File: src/rtl/serial_comparator_if.sv
// Operand/result bundle for the bit-serial comparator.
// The source side (master) drives start and the operands.
// The comparator (slave) returns busy/done and the eq/gt/lt result.
interface serial_comparator_if #(
  parameter int N = 8
);
  logic         start;
  logic [N-1:0] a;
  logic [N-1:0] b;
  logic         busy;
  logic         done;
  logic         eq;
  logic         gt;
  logic         lt;

  modport master (
    output start, a, b,
    input  busy, done, eq, gt, lt
  );

  modport slave (
    input  start, a, b,
    output busy, done, eq, gt, lt
  );
endinterface

File: src/rtl/serial_comparator.sv
// Bit-serial N-bit unsigned magnitude/equality comparator.
// Operands are captured on start and then shifted out MSB-first, one bit
// per clock. The first bit position where A and B differ decides the
// result. Latency is always N+1 cycles from acceptance to the done pulse,
// because the bits keep shifting after a decision has been made.
module serial_comparator #(
  parameter int N = 8
) (
  input  logic               clk,
  input  logic               rst,
  serial_comparator_if.slave bus
);

  // A single bit still needs a one-bit counter.
  localparam int CW = (N > 1) ? $clog2(N) : 1;

  localparam logic [1:0] IDLE  = 2'd0;
  localparam logic [1:0] SHIFT = 2'd1;
  localparam logic [1:0] DONE  = 2'd2;

  logic [1:0]    state;
  logic [N-1:0]  sa, sb;
  logic [CW-1:0] cnt;
  logic          decided;
  logic          agt;

  logic bit_a, bit_b, e;
  logic first_diff;
  logic dec_nx, agt_nx;
  logic last;
  logic accept;

  // Per-bit equality stage and the decision that includes this cycle's bit.
  always_comb begin
    bit_a      = sa[N-1];
    bit_b      = sb[N-1];
    e          = ~(bit_a ^ bit_b);
    first_diff = ~decided & ~e;
    dec_nx     = decided | first_diff;
    agt_nx     = first_diff ? bit_a : agt;
    last       = (cnt == CW'(N - 1));
    // A new request is taken in IDLE and also in the DONE cycle.
    accept     = bus.start & (state != SHIFT);
  end

  // Control FSM: IDLE -> SHIFT (N cycles) -> DONE (1 cycle).
  always_ff @(posedge clk) begin
    if (rst) begin
      state <= IDLE;
    end else begin
      case (state)
        IDLE:    if (bus.start) state <= SHIFT;
        SHIFT:   if (last)      state <= DONE;
        DONE:    state <= bus.start ? SHIFT : IDLE;
        default: state <= IDLE;
      endcase
    end
  end

  // Operand shift registers, bit counter and first-difference tracking.
  always_ff @(posedge clk) begin
    if (rst) begin
      sa      <= '0;
      sb      <= '0;
      cnt     <= '0;
      decided <= 1'b0;
      agt     <= 1'b0;
    end else if (accept) begin
      sa      <= bus.a;
      sb      <= bus.b;
      cnt     <= '0;
      decided <= 1'b0;
      agt     <= 1'b0;
    end else if (state == SHIFT) begin
      sa      <= sa << 1;
      sb      <= sb << 1;
      // Wraps harmlessly on the final bit; it is reloaded on acceptance.
      cnt     <= cnt + CW'(1);
      decided <= dec_nx;
      agt     <= agt_nx;
    end
  end

  // Registered handshake and result; results hold until the next accept.
  always_ff @(posedge clk) begin
    if (rst) begin
      bus.busy <= 1'b0;
      bus.done <= 1'b0;
      bus.eq   <= 1'b0;
      bus.gt   <= 1'b0;
      bus.lt   <= 1'b0;
    end else begin
      bus.done <= 1'b0;
      if (accept) begin
        bus.busy <= 1'b1;
        bus.eq   <= 1'b0;
        bus.gt   <= 1'b0;
        bus.lt   <= 1'b0;
      end else if (state == SHIFT && last) begin
        bus.busy <= 1'b0;
        bus.done <= 1'b1;
        bus.eq   <= ~dec_nx;
        bus.gt   <= dec_nx & agt_nx;
        bus.lt   <= dec_nx & ~agt_nx;
      end
    end
  end

endmodule

File: src/flat_wrapper.sv
// flat-port wrapper written by rule: the top's interface ports become plain ports
module serial_comparator_flat 
#(
  parameter int N = 8
)
  (clk, rst, bus_start, bus_a, bus_b, bus_busy, bus_done, bus_eq, bus_gt, bus_lt);
  serial_comparator_if #(.N(N)) bus_i ();
  input  logic clk;
  input  logic rst;
  input wire logic [$bits(bus_i.start)-1:0] bus_start;
  input wire logic [$bits(bus_i.a)-1:0] bus_a;
  input wire logic [$bits(bus_i.b)-1:0] bus_b;
  output wire logic [$bits(bus_i.busy)-1:0] bus_busy;
  output wire logic [$bits(bus_i.done)-1:0] bus_done;
  output wire logic [$bits(bus_i.eq)-1:0] bus_eq;
  output wire logic [$bits(bus_i.gt)-1:0] bus_gt;
  output wire logic [$bits(bus_i.lt)-1:0] bus_lt;
  assign bus_i.start = bus_start;
  assign bus_i.a = bus_a;
  assign bus_i.b = bus_b;
  assign bus_busy = bus_i.busy;
  assign bus_done = bus_i.done;
  assign bus_eq = bus_i.eq;
  assign bus_gt = bus_i.gt;
  assign bus_lt = bus_i.lt;
  serial_comparator #(.N(N)) u_core (.clk(clk), .rst(rst), .bus(bus_i));
endmodule
File: config.mk
export PLATFORM = sky130hd
export DESIGN_NAME = serial_comparator_flat
export DESIGN_NICKNAME = d
export VERILOG_FILES = /design/src/rtl/serial_comparator_if.sv /design/src/rtl/serial_comparator.sv /design/src/flat_wrapper.sv
export SDC_FILE = /design/constraint.sdc
export NUM_CORES = 1
export LEC_CHECK = 0
export CORE_MARGIN = 3
export CORE_UTILIZATION = 45
export DETAILED_ROUTE_END_ITERATION = 10
export GPL_TIMING_DRIVEN = 0
export PLACE_DENSITY = 0.73
export SLEW_MARGIN = 20
export SYNTH_ARGS = -nofsm -noshare
export SYNTH_HDL_FRONTEND = slang
export SYNTH_SLANG_ARGS = --single-unit
export TNS_END_PERCENT = 5
File: constraint.sdc
create_clock -name clk -period 1.2 [get_ports clk]
set_input_delay 0.24 -clock clk [delete_from_list [all_inputs] [get_ports clk]]
set_output_delay 0.24 -clock clk [all_outputs]
set_load 0.03 [all_outputs]
; Word-level counts from Yosys, hierarchy flattened
; Cells that the tools add are included.
[classes]
add_sub_neg = 1
eq_ne = 6
muxes = 12
n_bitwise = 9
n_reduce_logical = 6
[op_table]
columns = operator, count
row1 = 8-bit two-way mux, 4
row2 = 2-bit one-hot mux with 3 select lines, 1
row3 = 1-bit two-way mux, 5
row4 = 1-bit bitwise AND, 4
row5 = 2-bit two-way mux, 2
row6 = 2-bit by 1-bit != test with 1-bit output (second input constant), 2
row7 = 2-bit nonzero test, 2
row8 = 3-bit by 1-bit adder with 3-bit output (second input constant), 1
row9 = 3-bit equality test (second input constant), 1
row10 = 1-bit inverter, 3
row11 = 2-bit by 1-bit equality test with 1-bit output (second input constant), 1
row12 = 2-bit equality test (second input constant), 1
row13 = 2-bit zero test, 1
row14 = 2-bit != test (second input constant), 1
row15 = 2-bit AND reduction, 1
row16 = 2-bit OR reduction, 1
row17 = 1-bit logical AND, 1
row18 = 1-bit bitwise OR, 1
row19 = 1-bit bitwise XOR, 1
[totals]
regBits = 28
input_bits = 19
wordCells = 45

; Logic depth before layout (Yosys ltp)
[logic_depth]
word_depth = 5
mapped_depth = 5

; Worst setup path before layout
; No wires, ideal clock.
[synth_path]
path_type = reg-to-reg
from = reg u_core.cnt[0]
to = reg u_core.bus.eq
setup_ns = 0.070
arrival_ns = 1.277
t_required_ns = 1.130
path_slack_ns = -0.146
path_stages_with_launch = 6
period_less_slack_ns = 1.346
path_cell_list = dfxtp_1 > ha_1 > ha_1 > nand3b_4 > or3_1 > a21oi_1
[synth_via]
elab_chain_cells = 2
[synth_lines]
columns = element, line
row1 = "start, declared", serial_comparator.sv:23  ; logic [CW-1:0] cnt;
row2 = "start signal, assigned", serial_comparator.sv:78  ; cnt <= cnt + CW'(1);
row3 = 3-bit equality test, serial_comparator.sv:41  ; last = (cnt == CW'(N - 1));
row4 = 1-bit logical AND, serial_comparator.sv:99  ; end else if (state == SHIFT && last) begin
row5 = "end signal, assigned", serial_comparator.sv:102  ; bus.eq <= ~dec_nx;
row6 = "end, declared", serial_comparator_if.sv:23  ; output busy, done, eq, gt, lt
; No other way between the ends.
; A chain may end at the register's enable or synchronous reset.

; Worst setup path after layout
[layout_path]
from = reg u_core.cnt[1]
to = reg u_core.bus.eq
; Same word-level chain as after synthesis.

==> results.md <==
- Status: finished, violations left
- Violated checks: setup timing
- # hold bufs at CTS: 0
- Clock sinks: 28
- Antenna-violating nets left: 0
- Buf/Inv on CP: 0
- Worst rel slew slack: 63.36%
- Final period util: 107.1%
- Comb pwr share: 17.9%
- Syn nets: 145
- RR Startpoint: u_core.cnt[1]$_SDFFE_PP0N_
- First-pass GRT wire length: 4.167 mm
- Remaining global-route overflow: 0
- Final setup violating endpoints: 2
- Max cap viols: 0
- Worst path most repeated cell: ha_4
- TritonRoute pass-1 iters: 2
- WP data arrival: 1560 ps
- Starting Density: 48.31%
- Worst hold path class: input port to flip-flop
- Setup TNS: -140.3 ps
- Min-delay src: bus_start
- Layout net count: 174
- Flop-to-flop setup slack: -90 ps
- Hold Path End: u_core.sa[3]$_SDFFE_PP0P_
- CP Class: flip-flop to flip-flop
- Largest net degree at the start of global routing: 16
- N_diodes: 0
- Vias/cell: 5.330
- Die height: 58.04 um
- Reg2reg end: u_core.bus.eq$_SDFFE_PP0P_
- Finished layout cell area: 1580 um^2
- Largest stage delay, worst path: 380 ps
- Number of global-route vias before repair: 984
- Syn Area/Cell: 9.828 um^2
- Crit Path Max Fanout: 7
- Worst VDD drop: 0.0007974 V
- I/O pin cnt: 24
- Max Root-Sink Buffers: 2
- Share of layout cells above drive strength 1: 23.03%
- Slew Viols, Final: 0
- RSZ-0062 raised after global routing: yes
- Total CTS buffers: 3
- Final Core Density: 62.65%
- Final GP Congestion: 0.7621
- CTS root buffer: clkbuf_4
- Worst reg2reg path depth: 5
- H-tree Lvls: 1
- Pwr per Cell Area: 1151 nW/um^2
- Synth Cell Area: 1219 um^2
- Internal Power: 1.351 mW
- Dpl cell area: 1504 um^2
- Total track usage: 16.10%
- Die ar.: 3369 um^2
- CP Capture Type: flip-flop
- Post-synth EDFFs: 0
- Routed vias: 970
- Seq/Total Area, Yosys: 46.00%
- Floorplan core area: 2522 um^2
- Net Switching: 467.9 uW
- Post-Syn Instances: 124
- Final WS setup: -85.62 ps
- Pleak: 0.6677 nW
- Hpwl dp: 1.763 mm
- Crit path launch type: flip-flop
- Measured slew at the worst slew-check pin: 549.6 ps
- Routed WL: 2.537 mm
- Skew-Pair Late Insertion Delay: 330 ps
- Clock skew: 6.831 ps
- Area Overhead vs Synth: 29.67%
- Final hold vios: 0
- CTS tree: done
- Switching part of the total power: 25.72%
- Synthesis Warnings: 0
- Cell variety after synth: 26
- Clock power share: 25.1%
- Die X: 58.04 um
- Fin crit period: 1286 ps
- #FFs+latches synth: 28
- Rows: 18
- Drt wl/cell: 13.94 um
- CP cell instances: ha_4, ha_4, nand3b_4, or3_1, a21oi_1
- Hold path depth: 3
- Top FF cell, synth: dfxtp_1
- Iteration-0 DRC Markers: 17
- Asr flop ratio synth: 0%
- Cell family with most CP delay: simple AND/OR/NAND/NOR gates
- Initial antenna violation count: 0
- FMAX: 0.7778 GHz
- Slowest stage cell on the critical path: dfxtp_2
- Seq pwr share: 57.0%
- Buffers on Ports: 22
- Worst hold slack: 349.1 ps
- FILL cells: 224
- CP Data Required Time: 1470 ps
- Clock slew at reported path FFs: 150 ps
- DR DRC count: 0
-- what timing repair did --
action,CTS,global route
setup buffers,2,0
endpoints found under the setup margin,13,17
gates resized for setup,26,13
-- cell type report --
class / instances / area (um^2) / area share, %
flip-flops and latches: 28 / 565.5 / 35.79
inverters: 1 / 3.754 / 0.2375
repair buffers: 24 / 212.7 / 13.46
clock buffers: 4 / 36.28 / 2.296
plain buffers: 9 / 68.82 / 4.355
well taps: 30 / 37.54 / 2.375
multi-input cells: 86 / 655.6 / 41.49
-- flip-flops by register name (all words and copies together), names as in the netlist --
| signal | flops |
|---|---|
| u_core.state | 2 |
| u_core.bus.gt | 1 |
| u_core.decided | 1 |
| u_core.agt | 1 |
| u_core.sa | 8 |
| u_core.sb | 8 |
| u_core.bus.lt | 1 |
| u_core.bus.done | 1 |
| u_core.cnt | 3 |
| u_core.bus.busy | 1 |
| u_core.bus.eq | 1 |
-- through the flow --
stage	power, mW	setup slack, ps	std cells
detailed placement	1.353	-205.1	176
global route	1.917	-158.6	182
floorplan	1.241	6.095	124
finish	1.819	-85.62	182
CTS	1.818	-89.79	182
global placement	1.342	-182.8	176
-- cell families (layout without fill, tap and decap cells) --
family | after synthesis | after routing | share of synthesized area, %
AOI/OAI and AO/OA | 27 | 27 | 15.50
and+or+nand+nor | 39 | 39 | 16.73
adders and majority gates | 2 | 2 | 2.053
buffers and inverters | 10 | 38 | 5.133
muxes | 16 | 16 | 13.14
xor gates and xnor gates | 2 | 2 | 1.438
DFF | 28 | 28 | 46.00
-- cells in the mapped netlist (2+ instances only) --
master	count	area, um^2
buf_4	4	30.03
nor2_1	20	75.07
a21oi_1	7	35.03
nor3b_1	2	15.01
a211oi_1	15	112.6
nand2_1	5	18.77
buf_2	2	10.01
mux2i_1	16	160.2
nand2b_1	2	12.51
nor3_1	3	15.01
nor2b_1	2	12.51
o21ai_0	2	10.01
nor3_2	2	20.02
ha_1	2	25.02
clkbuf_1	2	7.510
dfxtp_1	28	560.5
-- per-layer routing --
layer | part of all wire (%) | global-route usage, % | vias to the layer above | wire length (um)
met4 | 2.1 | 8.278 | 0 | 53
met1 | 48 | 19.37 | 452 | 1208
met5 | 0 | 0 | - | 0
met3 | 4.1 | 2.450 | 5 | 103
li1 | - | - | 497 | -
met2 | 46 | 27.58 | 16 | 1171
-- how the worst max path moves through the flow --
stage                                    start                    endpoint  cells after the start
detailed placement                         rst   u_core.sa[0]$_SDFFE_PP0P_                      3
global route        u_core.cnt[1]$_SDFFE_PP0N_  u_core.bus.eq$_SDFFE_PP0P_                      5
CTS                 u_core.cnt[1]$_SDFFE_PP0N_  u_core.bus.eq$_SDFFE_PP0P_                      5
global placement                           rst   u_core.sb[5]$_SDFFE_PP0P_                      3
finish              u_core.cnt[1]$_SDFFE_PP0N_  u_core.bus.eq$_SDFFE_PP0P_                      5
floorplan           u_core.cnt[1]$_SDFFE_PP0N_  u_core.bus.eq$_SDFFE_PP0P_                      5
-- cell usage in the layout, fill, tap and decap left out, types with 4 or more instances in the layout --
| cell | Yosys | routed |
|---|---|---|
| dfxtp_1 | 28 | 24 |
| nor2_1 | 20 | 20 |
| clkdlybuf4s50_1 | 0 | 17 |
| mux2i_1 | 16 | 16 |
| a211oi_1 | 15 | 8 |
| a21oi_1 | 7 | 7 |
| a211oi_2 | 0 | 7 |
| buf_2 | 2 | 5 |
| buf_4 | 4 | 5 |
| nand2_1 | 5 | 5 |
| clkbuf_4 | 0 | 4 |
| dfxtp_2 | 0 | 4 |
-- power groups by stage --
stage / sequential [mW] / combinational [mW] / clock (mW)
finish: 1.04 / 0.326 / 0.456
global route: 1.04 / 0.361 / 0.512
CTS: 1.04 / 0.305 / 0.478
detailed placement: 1.06 / 0.297 / 0
global placement: 1.05 / 0.290 / 0
floorplan: 1.05 / 0.191 / 0
-- worst register-to-register path, stage by stage, from the launching register on --
cell and delay [ps]:
dfxtp_2 380, ha_4 140, ha_4 150, nand3b_4 110, or3_1 330, a21oi_1 120
Power figures use the tool's default switching activity.
